### src/rtl/nonce_search_controller_pkg.sv
// Shared types and constants for the nonce search controller.
package nonce_search_pkg;

  localparam int unsigned NONCE_W          = 32;
  localparam int unsigned CAND_W           = 128;
  localparam int unsigned HASH_W           = 128;
  localparam int unsigned HEADER_W_DEFAULT = CAND_W - NONCE_W;

  typedef enum logic [1:0] {
    IDLE  = 2'd0,
    RUN   = 2'd1,
    DRAIN = 2'd2,
    DONE  = 2'd3
  } state_e;

  typedef struct packed {
    logic               valid;
    logic [NONCE_W-1:0] nonce;
  } tag_t;

endpackage

### src/rtl/nonce_search_controller_if.sv
// Candidate/result bus between the search controller and the hash core + difficulty filter.
interface nonce_search_controller_if
  import nonce_search_pkg::*;
#(
  parameter int unsigned CW = CAND_W,
  parameter int unsigned HW = HASH_W
);
  logic [CW-1:0] cand_o;
  logic          cand_valid_o;
  logic [HW-1:0] res_i;
  logic          res_valid_i;

  modport master (output cand_o, output cand_valid_o, input res_i, input res_valid_i);
  modport slave  (input cand_o, input cand_valid_o, output res_i, output res_valid_i);
endinterface

### src/rtl/nonce_search_controller_inflight_tag_pipe.sv
// LATENCY-deep {valid, nonce} shift register; the tail lines up with the filter output.
module inflight_tag_pipe
  import nonce_search_pkg::*;
#(
  parameter int unsigned LATENCY = 2
) (
  input  logic clk,
  input  logic rst,
  input  logic clr_i,
  input  tag_t tag_i,
  output tag_t tail_o,
  output logic any_valid_o
);
  tag_t slot_q [LATENCY];

  // Shift every cycle; clear drops all in-flight tags.
  always_ff @(posedge clk) begin
    if (rst || clr_i) begin
      for (int i = 0; i < int'(LATENCY); i++) begin
        slot_q[i] <= '0;
      end
    end else begin
      slot_q[0] <= tag_i;
      for (int i = 1; i < int'(LATENCY); i++) begin
        slot_q[i] <= slot_q[i-1];
      end
    end
  end

  assign tail_o = slot_q[LATENCY-1];

  // High when a valid tag will still be in the pipe after the coming shift.
  always_comb begin
    any_valid_o = tag_i.valid;
    for (int i = 0; i < int'(LATENCY) - 1; i++) begin
      any_valid_o = any_valid_o | slot_q[i].valid;
    end
  end
endmodule

### src/rtl/nonce_search_controller.sv
// Proof-of-work nonce search sequencer; captures the first flagged in-range result.
// Optional NONCE_SEARCH_STATS_EN adds attempts_o, a saturating count of retired valid tags.
module nonce_search_controller
  import nonce_search_pkg::*;
#(
  parameter int unsigned LATENCY  = 2,
  parameter int unsigned HEADER_W = HEADER_W_DEFAULT
) (
  input  logic                  clk,
  input  logic                  rst,
  input  logic                  start_i,
  input  logic                  abort_i,
  input  logic [HEADER_W-1:0]   header_i,
  input  logic [NONCE_W-1:0]    nonce_start_i,
  input  logic [NONCE_W-1:0]    nonce_end_i,
  nonce_search_controller_if.master bus,
  output logic                  busy_o,
  output logic                  done_o,
  output logic                  found_o,
  output logic [NONCE_W-1:0]    nonce_o,
  output logic [HASH_W-1:0]     hash_o
`ifdef NONCE_SEARCH_STATS_EN
  ,
  output logic [NONCE_W-1:0]    attempts_o
`endif
);
  localparam int unsigned CW = HEADER_W + NONCE_W;

  state_e             state_q;
  logic [CW-1:0]      cand_q;
  logic               cand_valid_q;
  logic [NONCE_W-1:0] end_q;
  logic               busy_q;
  logic               done_q;
  logic               found_q;
  logic [NONCE_W-1:0] nonce_q;
  logic [HASH_W-1:0]  hash_q;

  tag_t issue_tag;
  tag_t tail;
  logic any_valid;
  logic launch;
  logic match_hit;
  logic last_issue;

  assign launch     = start_i && ((state_q == IDLE) || (state_q == DONE));
  assign match_hit  = bus.res_valid_i && tail.valid && !found_q;
  assign last_issue = (cand_q[NONCE_W-1:0] == end_q);
  assign issue_tag  = '{valid: cand_valid_q, nonce: cand_q[NONCE_W-1:0]};

  inflight_tag_pipe #(.LATENCY(LATENCY)) u_tag_pipe (
    .clk        (clk),
    .rst        (rst),
    .clr_i      (abort_i),
    .tag_i      (issue_tag),
    .tail_o     (tail),
    .any_valid_o(any_valid)
  );

  // Search FSM with all outputs held in registers.
  always_ff @(posedge clk) begin
    if (rst) begin
      state_q      <= IDLE;
      cand_q       <= '0;
      cand_valid_q <= 1'b0;
      end_q        <= '0;
      busy_q       <= 1'b0;
      done_q       <= 1'b0;
      found_q      <= 1'b0;
      nonce_q      <= '0;
      hash_q       <= '0;
    end else if (abort_i) begin
      state_q      <= IDLE;
      cand_valid_q <= 1'b0;
      busy_q       <= 1'b0;
      done_q       <= 1'b0;
      found_q      <= 1'b0;
      nonce_q      <= '0;
      hash_q       <= '0;
    end else begin
      done_q <= 1'b0;
      case (state_q)
        IDLE, DONE: begin
          if (launch) begin
            found_q <= 1'b0;
            nonce_q <= '0;
            hash_q  <= '0;
            end_q   <= nonce_end_i;
            cand_q  <= {header_i, nonce_start_i};
            if (nonce_end_i >= nonce_start_i) begin
              state_q      <= RUN;
              cand_valid_q <= 1'b1;
              busy_q       <= 1'b1;
            end else begin
              state_q <= DONE;
              done_q  <= 1'b1;
            end
          end
        end
        RUN: begin
          if (match_hit) begin
            found_q <= 1'b1;
            nonce_q <= tail.nonce;
            hash_q  <= bus.res_i;
          end
          // Stopping at nonce_end before incrementing means the counter never wraps.
          if (match_hit || last_issue) begin
            state_q      <= DRAIN;
            cand_valid_q <= 1'b0;
          end else begin
            cand_q[NONCE_W-1:0] <= cand_q[NONCE_W-1:0] + 32'd1;
          end
        end
        DRAIN: begin
          if (match_hit) begin
            found_q <= 1'b1;
            nonce_q <= tail.nonce;
            hash_q  <= bus.res_i;
          end
          if (!any_valid) begin
            state_q <= DONE;
            busy_q  <= 1'b0;
            done_q  <= 1'b1;
          end
        end
        default: begin
          state_q      <= IDLE;
          cand_valid_q <= 1'b0;
          busy_q       <= 1'b0;
        end
      endcase
    end
  end

  assign bus.cand_o       = cand_q;
  assign bus.cand_valid_o = cand_valid_q;
  assign busy_o           = busy_q;
  assign done_o           = done_q;
  assign found_o          = found_q;
  assign nonce_o          = nonce_q;
  assign hash_o           = hash_q;

`ifdef NONCE_SEARCH_STATS_EN
  logic [NONCE_W-1:0] attempts_q;

  // Saturating count of valid tags leaving the pipe, matched or not.
  always_ff @(posedge clk) begin
    if (rst || abort_i || launch) begin
      attempts_q <= '0;
    end else if (tail.valid && (attempts_q != 32'hFFFF_FFFF)) begin
      attempts_q <= attempts_q + 32'd1;
    end
  end

  assign attempts_o = attempts_q;
`endif
endmodule

### src/flat_wrapper.sv
// flat-port wrapper written by rule: the top's interface ports become plain ports
module nonce_search_controller_flat import nonce_search_pkg::*;
#(
  parameter int unsigned LATENCY  = 2,
  parameter int unsigned HEADER_W = HEADER_W_DEFAULT
)
  (clk, rst, start_i, abort_i, header_i, nonce_start_i, nonce_end_i, busy_o, done_o, found_o, nonce_o, hash_o, bus_cand_o, bus_cand_valid_o, bus_res_i, bus_res_valid_i);
  nonce_search_controller_if #(.CW(128), .HW(128)) bus_i ();
  input  logic clk;
  input  logic rst;
  input  logic start_i;
  input  logic abort_i;
  input  logic [HEADER_W-1:0] header_i;
  input  logic [NONCE_W-1:0] nonce_start_i;
  input  logic [NONCE_W-1:0] nonce_end_i;
  output logic busy_o;
  output logic done_o;
  output logic found_o;
  output logic [NONCE_W-1:0] nonce_o;
  output logic [HASH_W-1:0] hash_o;
  output wire logic [$bits(bus_i.cand_o)-1:0] bus_cand_o;
  output wire logic [$bits(bus_i.cand_valid_o)-1:0] bus_cand_valid_o;
  input wire logic [$bits(bus_i.res_i)-1:0] bus_res_i;
  input wire logic [$bits(bus_i.res_valid_i)-1:0] bus_res_valid_i;
  assign bus_cand_o = bus_i.cand_o;
  assign bus_cand_valid_o = bus_i.cand_valid_o;
  assign bus_i.res_i = bus_res_i;
  assign bus_i.res_valid_i = bus_res_valid_i;
  nonce_search_controller #(.LATENCY(LATENCY), .HEADER_W(HEADER_W)) u_core (.clk(clk), .rst(rst), .start_i(start_i), .abort_i(abort_i), .header_i(header_i), .nonce_start_i(nonce_start_i), .nonce_end_i(nonce_end_i), .bus(bus_i), .busy_o(busy_o), .done_o(done_o), .found_o(found_o), .nonce_o(nonce_o), .hash_o(hash_o));
endmodule
### config.mk
export PLATFORM = sky130hd
export DESIGN_NAME = nonce_search_controller_flat
export DESIGN_NICKNAME = d
export VERILOG_FILES = /design/src/rtl/nonce_search_controller_pkg.sv /design/src/rtl/nonce_search_controller_if.sv /design/src/rtl/nonce_search_controller_inflight_tag_pipe.sv /design/src/rtl/nonce_search_controller.sv /design/src/flat_wrapper.sv
export SDC_FILE = /design/constraint.sdc
export NUM_CORES = 1
export LEC_CHECK = 0
export CAP_MARGIN = 25
export CORE_UTILIZATION = 25
export CTS_CLUSTER_DIAMETER = 150
export DETAILED_ROUTE_END_ITERATION = 12
export PLACE_DENSITY = 0.61
export SYNTH_ARGS = -nofsm -noshare
export SYNTH_HDL_FRONTEND = slang
export SYNTH_HIERARCHICAL = 1
export SYNTH_SLANG_ARGS = --single-unit
### constraint.sdc
create_clock -name clk -period 2.5 [get_ports clk]
set_clock_uncertainty 0.1 [all_clocks]
set_input_delay 0.375 -clock clk [delete_from_list [all_inputs] [get_ports clk]]
set_output_delay 0.375 -clock clk [all_outputs]
set_load 0.05 [all_outputs]
## Word-level counts from Yosys, hierarchy flattened

Memory sizes are Yosys's and may differ from the RTL's.
Cells that the tools add are included.

| storage, ports and cells | value |
|---|---|
| register bits | 326 |
| bits in latches | 0 |
| memory bits (writable) | 66 |
| bits in read-only memories | 0 |
| output and inout port bits | 292 |
| word-level logic and storage cells | 78 |
| memories kept | 1 |

| operators by class | value |
|---|---|
| $add $sub $neg | 1 |
| $mul | 0 |
| div/mod/pow operators | 0 |
| $lt $le $gt $ge | 1 |
| equality and inequality tests | 10 |
| shift-type cells | 0 |
| muxes and demuxes | 32 |
| bitwise gates (word level) | 4 |
| reductions and logical operators | 19 |

Memories:

| name | depth | width | rd ports | clocked after memory_dff | wr ports | RTL line | source |
|---|---|---|---|---|---|---|---|
| u_core.u_tag_pipe.slot_q | 2 | 33 | 2 | 0 | 2 | nonce_search_controller_inflight_tag_pipe.sv:14 | `tag_t slot_q [LATENCY];` |

Operator list:

| cell | number |
|---|---|
| $mux 128 | 2 |
| $pmux 128 s2 | 1 |
| $mux 32 | 4 |
| $pmux 32 s2 | 2 |
| $mux 33 | 2 |
| $add 32x1->32 const B | 1 |
| $eq 32x32->1 | 1 |
| $ge 32x32->1 | 1 |
| $mux 1 | 12 |
| $reduce_and 4->1 | 3 |
| $mux 2 | 4 |
| $ne 2x1->1 const B | 4 |
| $pmux 1 s2 | 4 |
| $pmux 2 s3 | 1 |
| $reduce_and 3->1 | 2 |
| $reduce_or 2->1 | 3 |
| $eq 2x2->1 const B | 2 |
| $ne 2x2->1 const B | 2 |
| $reduce_bool 2->1 | 2 |
| $logic_and 1x1->1 | 3 |
| $logic_or 1x1->1 | 3 |
| $or 1x1->1 | 3 |
| $eq 2x1->1 const B | 1 |
| $logic_not 2->1 | 1 |
| 3 further kinds | 3 |

## Depth between registers and ports, before layout

Gate-level depths: netlist of run 1.
An unclocked memory read counts as a cell.

| logic depth | value |
|---|---|
| depth after elaboration | 6 |
| depth in mapped cells | 10 |
| gate-level depth less buffers | 9 |

## By module

Netlist of run 1, hierarchy kept.

Modules (own cells, without submodules):

| module | times used | cells an instance | area each (um^2) | sequential area each (um^2) |
|---|---|---|---|---|
| nonce_search_controller | 1 | 1,742 | 13,514.2 | 6,526.3 |
| inflight_tag_pipe | 1 | 180 | 2,397.3 | 1,321.3 |

## Worst setup path before layout of run 1

No wires, ideal clock.

| timing path | value |
|---|---|
| path kind | register to register |
| start | register u_core.cand_q[0], in the netlist u_core/bus.cand_o[0] |
| end | register u_core.cand_q[30], in the netlist u_core/bus.cand_o[30] |
| library setup time | 92 ps |
| arrival time | 2,471 ps |
| slack | -163 ps |
| cell stages (with the launch flop) | 9 |
| path buffers | 0 |
| period minus slack after synthesis | 2,663 ps |
| cell sequence | dfxtp_1 -> ha_1 -> nand3_1 -> nor4_2 -> nand2_2 -> nor2_4 -> nand3_1 -> o31a_1 -> o32ai_1 |

| between the ends | value |
|---|---|
| cells in the longest elaborated chain, start to end | 4 |
| elaborated cells between the ends (all ways) | 7 |

RTL lines:

| item | RTL line | source |
|---|---|---|
| from (decl) | nonce_search_controller.sv:30 | `logic [CW-1:0] cand_q;` |
| from (signal assigned) | nonce_search_controller.sv:89 | `cand_q <= {header_i, nonce_start_i};` |
| from (signal, indexed assignment) | nonce_search_controller.sv:111 | `cand_q[NONCE_W-1:0] <= cand_q[NONCE_W-1:0] + 32'd1;` |
| branches (longest 4 deep; another with $add 32x1->32) | n/a |  |

Several ways; the timed one is not identified. The select of a mux whose other input is x is not followed.
A chain may end at the register's enable or synchronous reset.

## Worst setup path after layout of run 1

| timing path | value |
|---|---|
| start | register u_core.cand_q[4], in the netlist u_core/bus.cand_o[4] |
| end | output bus_cand_o[4] |

RTL lines:

| item | RTL line | source |
|---|---|---|
| to (decl) | flat_wrapper.sv:21 | `output wire logic [$bits(bus_i.cand_o)-1:0] bus_cand_o;` |

No word-level cell between the ends.

==> results of run 1 <==
[worst paths after layout]
kind,endpoint,cells after the start,slack (ns),startpoint
hold / removal,u_core/bus.cand_o[71],4,0.15,abort_i
hold reg to reg,u_core/nonce_o[21],2,0.32,u_core/u_tag_pipe/slot_q[0][54]
setup / recovery,bus_cand_o[4],2,0.06,u_core/bus.cand_o[4]
setup reg to reg,u_core/bus.cand_o[29],6,0.16,u_core/bus.cand_o[3]
[stage by stage]
| stage | utilization (%) | hold WS [ns] |
|---|---|---|
| CTS | 39.05 | 0.1124 |
| global placement | 36.49 | 0.3232 |
| detailed placement | 36.49 | 0.3260 |
| floorplan | - | 0.3408 |
| global route | 39.09 | 0.1496 |
| finish | 39.09 | 0.1536 |
[cells in the final DEF, fill, tap and decap left out, drive strengths merged, types with 4 or more instances in the layout]
cell type        n
or2              7
clkinv           5
o22ai            4
o32ai           12
xnor2           32
a21oi          338
nor4             6
inv             37
bufinv           5
dlygate4sd2      7
dfxtp          392
nor3b           67
a211oi          14
clkbuf          72
nand3          178
o21ai           35
diode            5
clkdlybuf4s50  566
ha              36
buf            113
nand2b           4
nor2            24
nand2          473
mux2i            5
and3             5
nor3             9
nand4           16
a31oi            5
[area by class of cell]
class,count,area [um^2]
fill,6331,38350
sequential,392,7856
multi-input combinational,1307,7048
timing repair buffer,690,6887
clock buffer,71,1419
tap,846,1059
clock inverter,12,192.7
inverter,38,142.6
antenna,5,12.51
[worst max-delay path, cell delays in order (launching register included)]
cell and delay, ns:
dfxtp_1 0.41, buf_4 0.17, clkdlybuf4s50_1 0.81
[state kept, by name, summed over array words and instances (netlist names)]
name / count
u_core/u_tag_pipe/slot_q: 66
u_core/hash_o: 128
u_core/done_o: 1
u_core/nonce_o: 32
u_core/busy_o: 1
u_core/bus.cand_valid_o: 1
u_core/found_o: 1
u_core/state_q: 2
u_core/end_q: 32
u_core/bus.cand_o: 128
[cell families after synthesis]
logic type / count (synthesis)
AO/OA/AOI/OAI: 429
XOR/XNOR: 32
adder cells (fa/ha/maj): 36
buffers and inverters: 223
flip-flops: 392
multiplexers: 5
AND/OR/NAND/NOR: 805
[where the power goes]
| group | internal (W) | switching [W] |
|---|---|---|
| Sequential | 0.00644 | 0.000134 |
| Clock | 0.00441 | 0.00273 |
| Combinational | 0.00112 | 0.00157 |
[metal layers]
metal / share of wire, % / up-vias / routed length (um) / GRT usage [%]
met5: 0 / - / 0 / 0
met4: 4.4 / 0 / 2693 / 9.019
met2: 46 / 594 / 27930 / 28.45
met3: 7.3 / 126 / 4456 / 4.215
met1: 42 / 7237 / 25570 / 21.95
li1: - / 7598 / - / -
[what timing repair did]
action	4_1_cts	5_1_grt
resized for setup	7	5
endpoints found under the hold margin	7	0
endpoints found under the setup margin	7	10
hold buffers	1	0
==> flow_summary.json, run 1 <==
{
  "status": "complete, no violations",
  "placed_area_um2": 22980,
  "synth-adder-area-share_pct": 2.831,
  "synth-simple-area-share_pct": 24.55,
  "start_util_pct": 25.27,
  "cap_violations": 0,
  "grt_start_max_net_pins": 129,
  "setup_ws_ns": 0.05577,
  "drt-total-wl_mm": 60.64,
  "synthMuxAreaShare_pct": 0.3145,
  "synth_compound_area_share_pct": 14.59,
  "yosysWarnings": 6,
  "die_w_um": 254.3,
  "cp-start-kind": "register",
  "fin_crit_ns": 2.444,
  "tightest_slew_ns": 0.6780,
  "ys_seq_area_share_pct": 49.32,
  "drcViolationCount": 0,
  "synth_ff_type": "dfxtp_1",
  "fmax_ghz": 0.4091,
  "cp_max_fo": 5,
  "cp-end-kind": "output port",
  "relSlewSlack_pct": 54.66,
  "grt_pass1_vias": 15227,
  "wire_per_inst_um": 18.04,
  "synth_area_leaders": "dfxtp_1 (49%), nand2_1 (11%), a21oi_1 (11%)",
  "synth_edf_count": 0,
  "htree_num_levels": 2,
  "final_max_slew_viol_count": 0,
  "post_cts_buffers": 0,
  "finalSetupViolations": 0,
  "syn_area_um2": 15910,
  "nNetsFinal": 2805,
  "first_iter_violations": 977,
  "synth_top_family_by_area": "simple AND/OR/NAND/NOR gates",
  "synthXorXnorAreaFrac_pct": 1.761,
  "grt-ovfl-total": 0,
  "io_pins": 585,
  "vias": 15555,
  "critPathRequiredTime_ns": 2.03,
  "power_w": 0.01641,
  "synth-async-reset-ratio_pct": 0,
  "finalNonFillerCells": 3361,
  "antenna_left": 0,
  "tns_ns": 0,
  "clock_latency_ns": 0.58,
  "syn_nets": 2251,
  "cp.arrival_ns": 1.97,
  "dpl.hpwl_mm": 44.71,
  "area_growth_syn_to_layout_pct": 54.71,
  "cts_max_path_buffers": 3,
  "final.period_utilization_pct": 97.77,
  "die_h_um": 254.3,
  "vdd_drop_max_v": 0.0004690,
  "clkTransAtPathRegs_ns": 0.06,
  "p_leak_nw": 8.489,
  "post-place-cells": 3272,
  "place_congestion": 0.9179,
  "cts_tree": "built",
  "yosysTopAreaCellShare_pct": 49.32,
  "synth.distinct_cells": 62,
  "ys_top_cells_by_count": "nand2_1 (472), dfxtp_1 (392), a21oi_1 (338)",
  "grt_pass1_wl_mm": 89.04,
  "yosysMostFrequentCell": "nand2_1",
  "path_class": "reg2out",
  "antenna_found_initial": 4,
  "netlist_instances": 1922,
  "numClockSinks": 392,
  "rows": 92,
  "drt_first_pass_iters": 6,
  "ys_ff_latch": 392,
  "numPortBuffers": 584,
  "post_drt_via_cell_ratio": 4.628,
  "track_usage_pct": 17.68,
  "die_area_um2": 64660,
  "hold_violations": 0,
  "cts_root_buf": "clkbuf_16",
  "worstHoldPathType": "in2reg",
  "p_per_area_nw_per_um2": 666.5,
  "core_region_area_um2": 62970,
  "rsz0062_at_grt": "false",
  "netlist.top_cell.by_area": "dfxtp_1",
  "syn_area_per_cell_um2": 8.279,
  "place_ws_ns": -0.4996,
  "drive_above_1_share_pct": 10.20,
  "finalInstanceArea_um2": 24620,
  "cts_buffers": 47
}
Power figures use the tool's default switching activity.
==> run 2: changes to the inputs <==
--- a/config.mk
+++ b/config.mk
@@ -5,11 +5,12 @@
 export SDC_FILE = /design/constraint.sdc
 export NUM_CORES = 1
 export LEC_CHECK = 0
+export ABC_AREA = 1
 export CAP_MARGIN = 25
 export CORE_UTILIZATION = 25
 export CTS_CLUSTER_DIAMETER = 150
 export DETAILED_ROUTE_END_ITERATION = 12
-export PLACE_DENSITY = 0.61
+export PLACE_DENSITY = 0.6
 export SYNTH_ARGS = -nofsm -noshare
 export SYNTH_HDL_FRONTEND = slang
 export SYNTH_HIERARCHICAL = 1
==> run 2 against run 1 <==
Against the previous run: first-iteration DRC count up 7.2%; sequential cell count unchanged; critical path depth unchanged; combinational power up 20%; power up 3.0%; critical endpoint is now bus_cand_o[27]; synthesized cell count up 14%; via count up 6.0%; non-clock buffer count down 12.
==> flow_summary.json, run 2 <==
{
  "vias": 16485,
  "cp.arrival_ns": 1.93,
  "htree_num_levels": 2,
  "power_w": 0.01690,
  "place_congestion": 0.9036,
  "ys_ff_latch": 392,
  "synth-async-reset-ratio_pct": 0,
  "clock_latency_ns": 0.59,
  "worstHoldPathType": "in2reg",
  "cp_num_buf_inv": 2,
  "grt-ovfl-total": 0,
  "drive_above_1_share_pct": 9.383,
  "holdCritStartpoint": "bus_res_i[7]",
  "ys_top_cells_by_count": "dfxtp_1 (392), nand3_1 (359), nor2_1 (357)",
  "final_common_cell": "clkdlybuf4s50_1",
  "p_clk_share_pct": 41.5,
  "synth_ff_type": "dfxtp_1",
  "n_fill_cell": 6899,
  "critPathMaxStageDelay_ns": 0.85,
  "cts_root_buf": "clkbuf_16",
  "critPathRequiredTime_ns": 2.03,
  "status": "complete, no violations",
  "post_cts_buffers": 0,
  "crit_chain": "buf_4 > clkdlybuf4s50_1",
  "area_growth_syn_to_layout_pct": 50.55,
  "drt-total-wl_mm": 63.90,
  "cts_buffers": 49,
  "netlist_instances": 2195,
  "cp_max_fo": 6,
  "internal-power_w": 0.01179,
  "ys_seq_area_share_pct": 46.64,
  "vdd_drop_max_v": 0.0004442,
  "dpl.hpwl_mm": 45.55,
  "core_region_area_um2": 66220,
  "die_area_um2": 68350,
  "antenna_found_initial": 13,
  "netlist.top_cell.by_area": "dfxtp_1",
  "finalSetupViolations": 0,
  "first_iter_violations": 1047,
  "crit_family": "buffers and inverters",
  "final.period_utilization_pct": 96.38,
  "nNetsFinal": 3062,
  "cp-end-kind": "output port",
  "post_drt_via_cell_ratio": 4.520,
  "multi_input_area_um2": 7441,
  "relSlewSlack_pct": 40.49,
  "synth_edf_count": 0,
  "numPortBuffers": 584,
  "die_w_um": 261.4,
  "synth.distinct_cells": 38,
  "p_sw_w": 0.005114,
  "place_ws_ns": -0.1270,
  "power_frac_seq_pct": 39.4,
  "final_max_slew_viol_count": 0,
  "layout_common_cells": "clkdlybuf4s50_1 (562), dfxtp_1 (392), nand3_1 (359)",
  "antenna_left": 0,
  "cap_violations": 0,
  "timing.critical_path.slowest_stage_cell": "clkdlybuf4s50_1",
  "synth_area_leaders": "dfxtp_1 (47%), nand3_1 (11%), nor2_1 (8.0%)",
  "grt_pass1_vias": 16221,
  "p_sw_share_pct": 30.25,
  "numClockSinks": 392,
  "io_pins": 585,
  "cts_hold_buf": 0,
  "grt_start_max_net_pins": 163,
  "wire_per_inst_um": 17.52,
  "hold_violations": 0,
  "r2r_start": "u_core/state_q[0]",
  "tightest_slew_ns": 0.8927,
  "syn_area_um2": 16830,
  "clkTransAtPathRegs_ns": 0.06,
  "setup_ws_ns": 0.09050,
  "rsz0062_at_grt": "false",
  "tns_ns": 0,
  "die_h_um": 261.4,
  "syn_nets": 2524,
  "cp-start-kind": "register",
  "yosysTopAreaCellShare_pct": 46.64,
  "comb_power_share_pct": 19.0,
  "drt_first_pass_iters": 5,
  "yosysMostFrequentCell": "dfxtp_1",
  "track_usage_pct": 17.84,
  "fin_crit_ns": 2.410,
  "grt_pass1_wl_mm": 94.76,
  "ff_latch_area_um2": 7848,
  "path_class": "reg2out",
  "start_util_pct": 25.41,
  "syn_area_per_cell_um2": 7.666,
  "cts_tree": "built",
  "startpoint": "u_core/bus.cand_o[27]",
  "cts_max_path_buffers": 3,
  "fmax_ghz": 0.4150,
  "drcViolationCount": 0,
  "p_leak_nw": 9.374,
  "yosysWarnings": 6,
  "rows": 94,
  "p_per_area_nw_per_um2": 667.2
}
[run 2: cell type report]
cell class,count,area share (%)
Sequential cell,392,30.98
Antenna cell,12,0.1185
Tap cell,864,4.267
Timing Repair Buffer,678,26.74
Multi-Input combinational cell,1460,29.37
Inverter,152,2.287
Clock inverter,21,0.8001
Clock buffer,68,5.438
[run 2: final timing paths]
path | slack [ns] | to | cells after the start
hold / removal | 0.25 | u_core/hash_o[7] | 3
hold reg to reg | 0.32 | u_core/u_tag_pipe/slot_q[0][64] | 2
setup reg to reg | 0.22 | u_core/end_q[5] | 8
setup / recovery | 0.09 | bus_cand_o[27] | 2
[run 2: cells by family after synthesis]
group | synth area share, %
and+or+nand+nor | 28.05
AOI/OAI and AO/OA | 11.13
xor gates and xnor gates | 2.186
buffers and inverters | 9.324
DFF | 46.64
adders and majority gates | 2.677
[run 2: through the flow]
stage | cells | cell area, um^2 | hold WS, ns | util (%)
after CTS | 3635 | 25300 | 0.2053 | 38.21
after floorplan | 2195 | 16830 | 0.2936 | -
final | 3647 | 25330 | 0.2524 | 38.26
after global placement | 3546 | 23730 | 0.3040 | 35.84
after detailed placement | 3546 | 23730 | 0.3091 | 35.84
after global routing | 3644 | 25330 | 0.2320 | 38.25
[run 2: worst reg2reg max path: stages, from the launching register on]
cell     delay (ns)
dfxtp_1        0.36
inv_1          0.07
ha_1           0.45
nand2_4        0.11
nor2_4         0.24
inv_4          0.18
buf_12         0.22
o21ai_0        0.35
a21oi_1        0.07
[run 2: what timing repair did]
item,4_1_cts,5_1_grt
gates cloned,0,0
setup endpoints to repair,9,1
resized for setup,9,1
[run 2: routing by layer]
layer  GRT usage [%]  up-vias  share of wire, %
li1                -     8225                 -
met1           20.13     7536                40
met2           30.72      601                49
met3           5.265      119               8.1
met4           8.479        4               3.6
met5               0        -             0.053
[run 2: power by group through the flow]
stage / Sequential, W / Combinational (W) / Clock, W
6_report: 0.00666 / 0.00322 / 0.00702
5_1_grt: 0.00669 / 0.00347 / 0.00753
4_1_cts: 0.00666 / 0.00325 / 0.00730
3_5_place_dp: 0.00679 / 0.00325 / 0
3_3_place_gp: 0.00679 / 0.00325 / 0
2_1_floorplan: 0.00744 / 0.00114 / 0
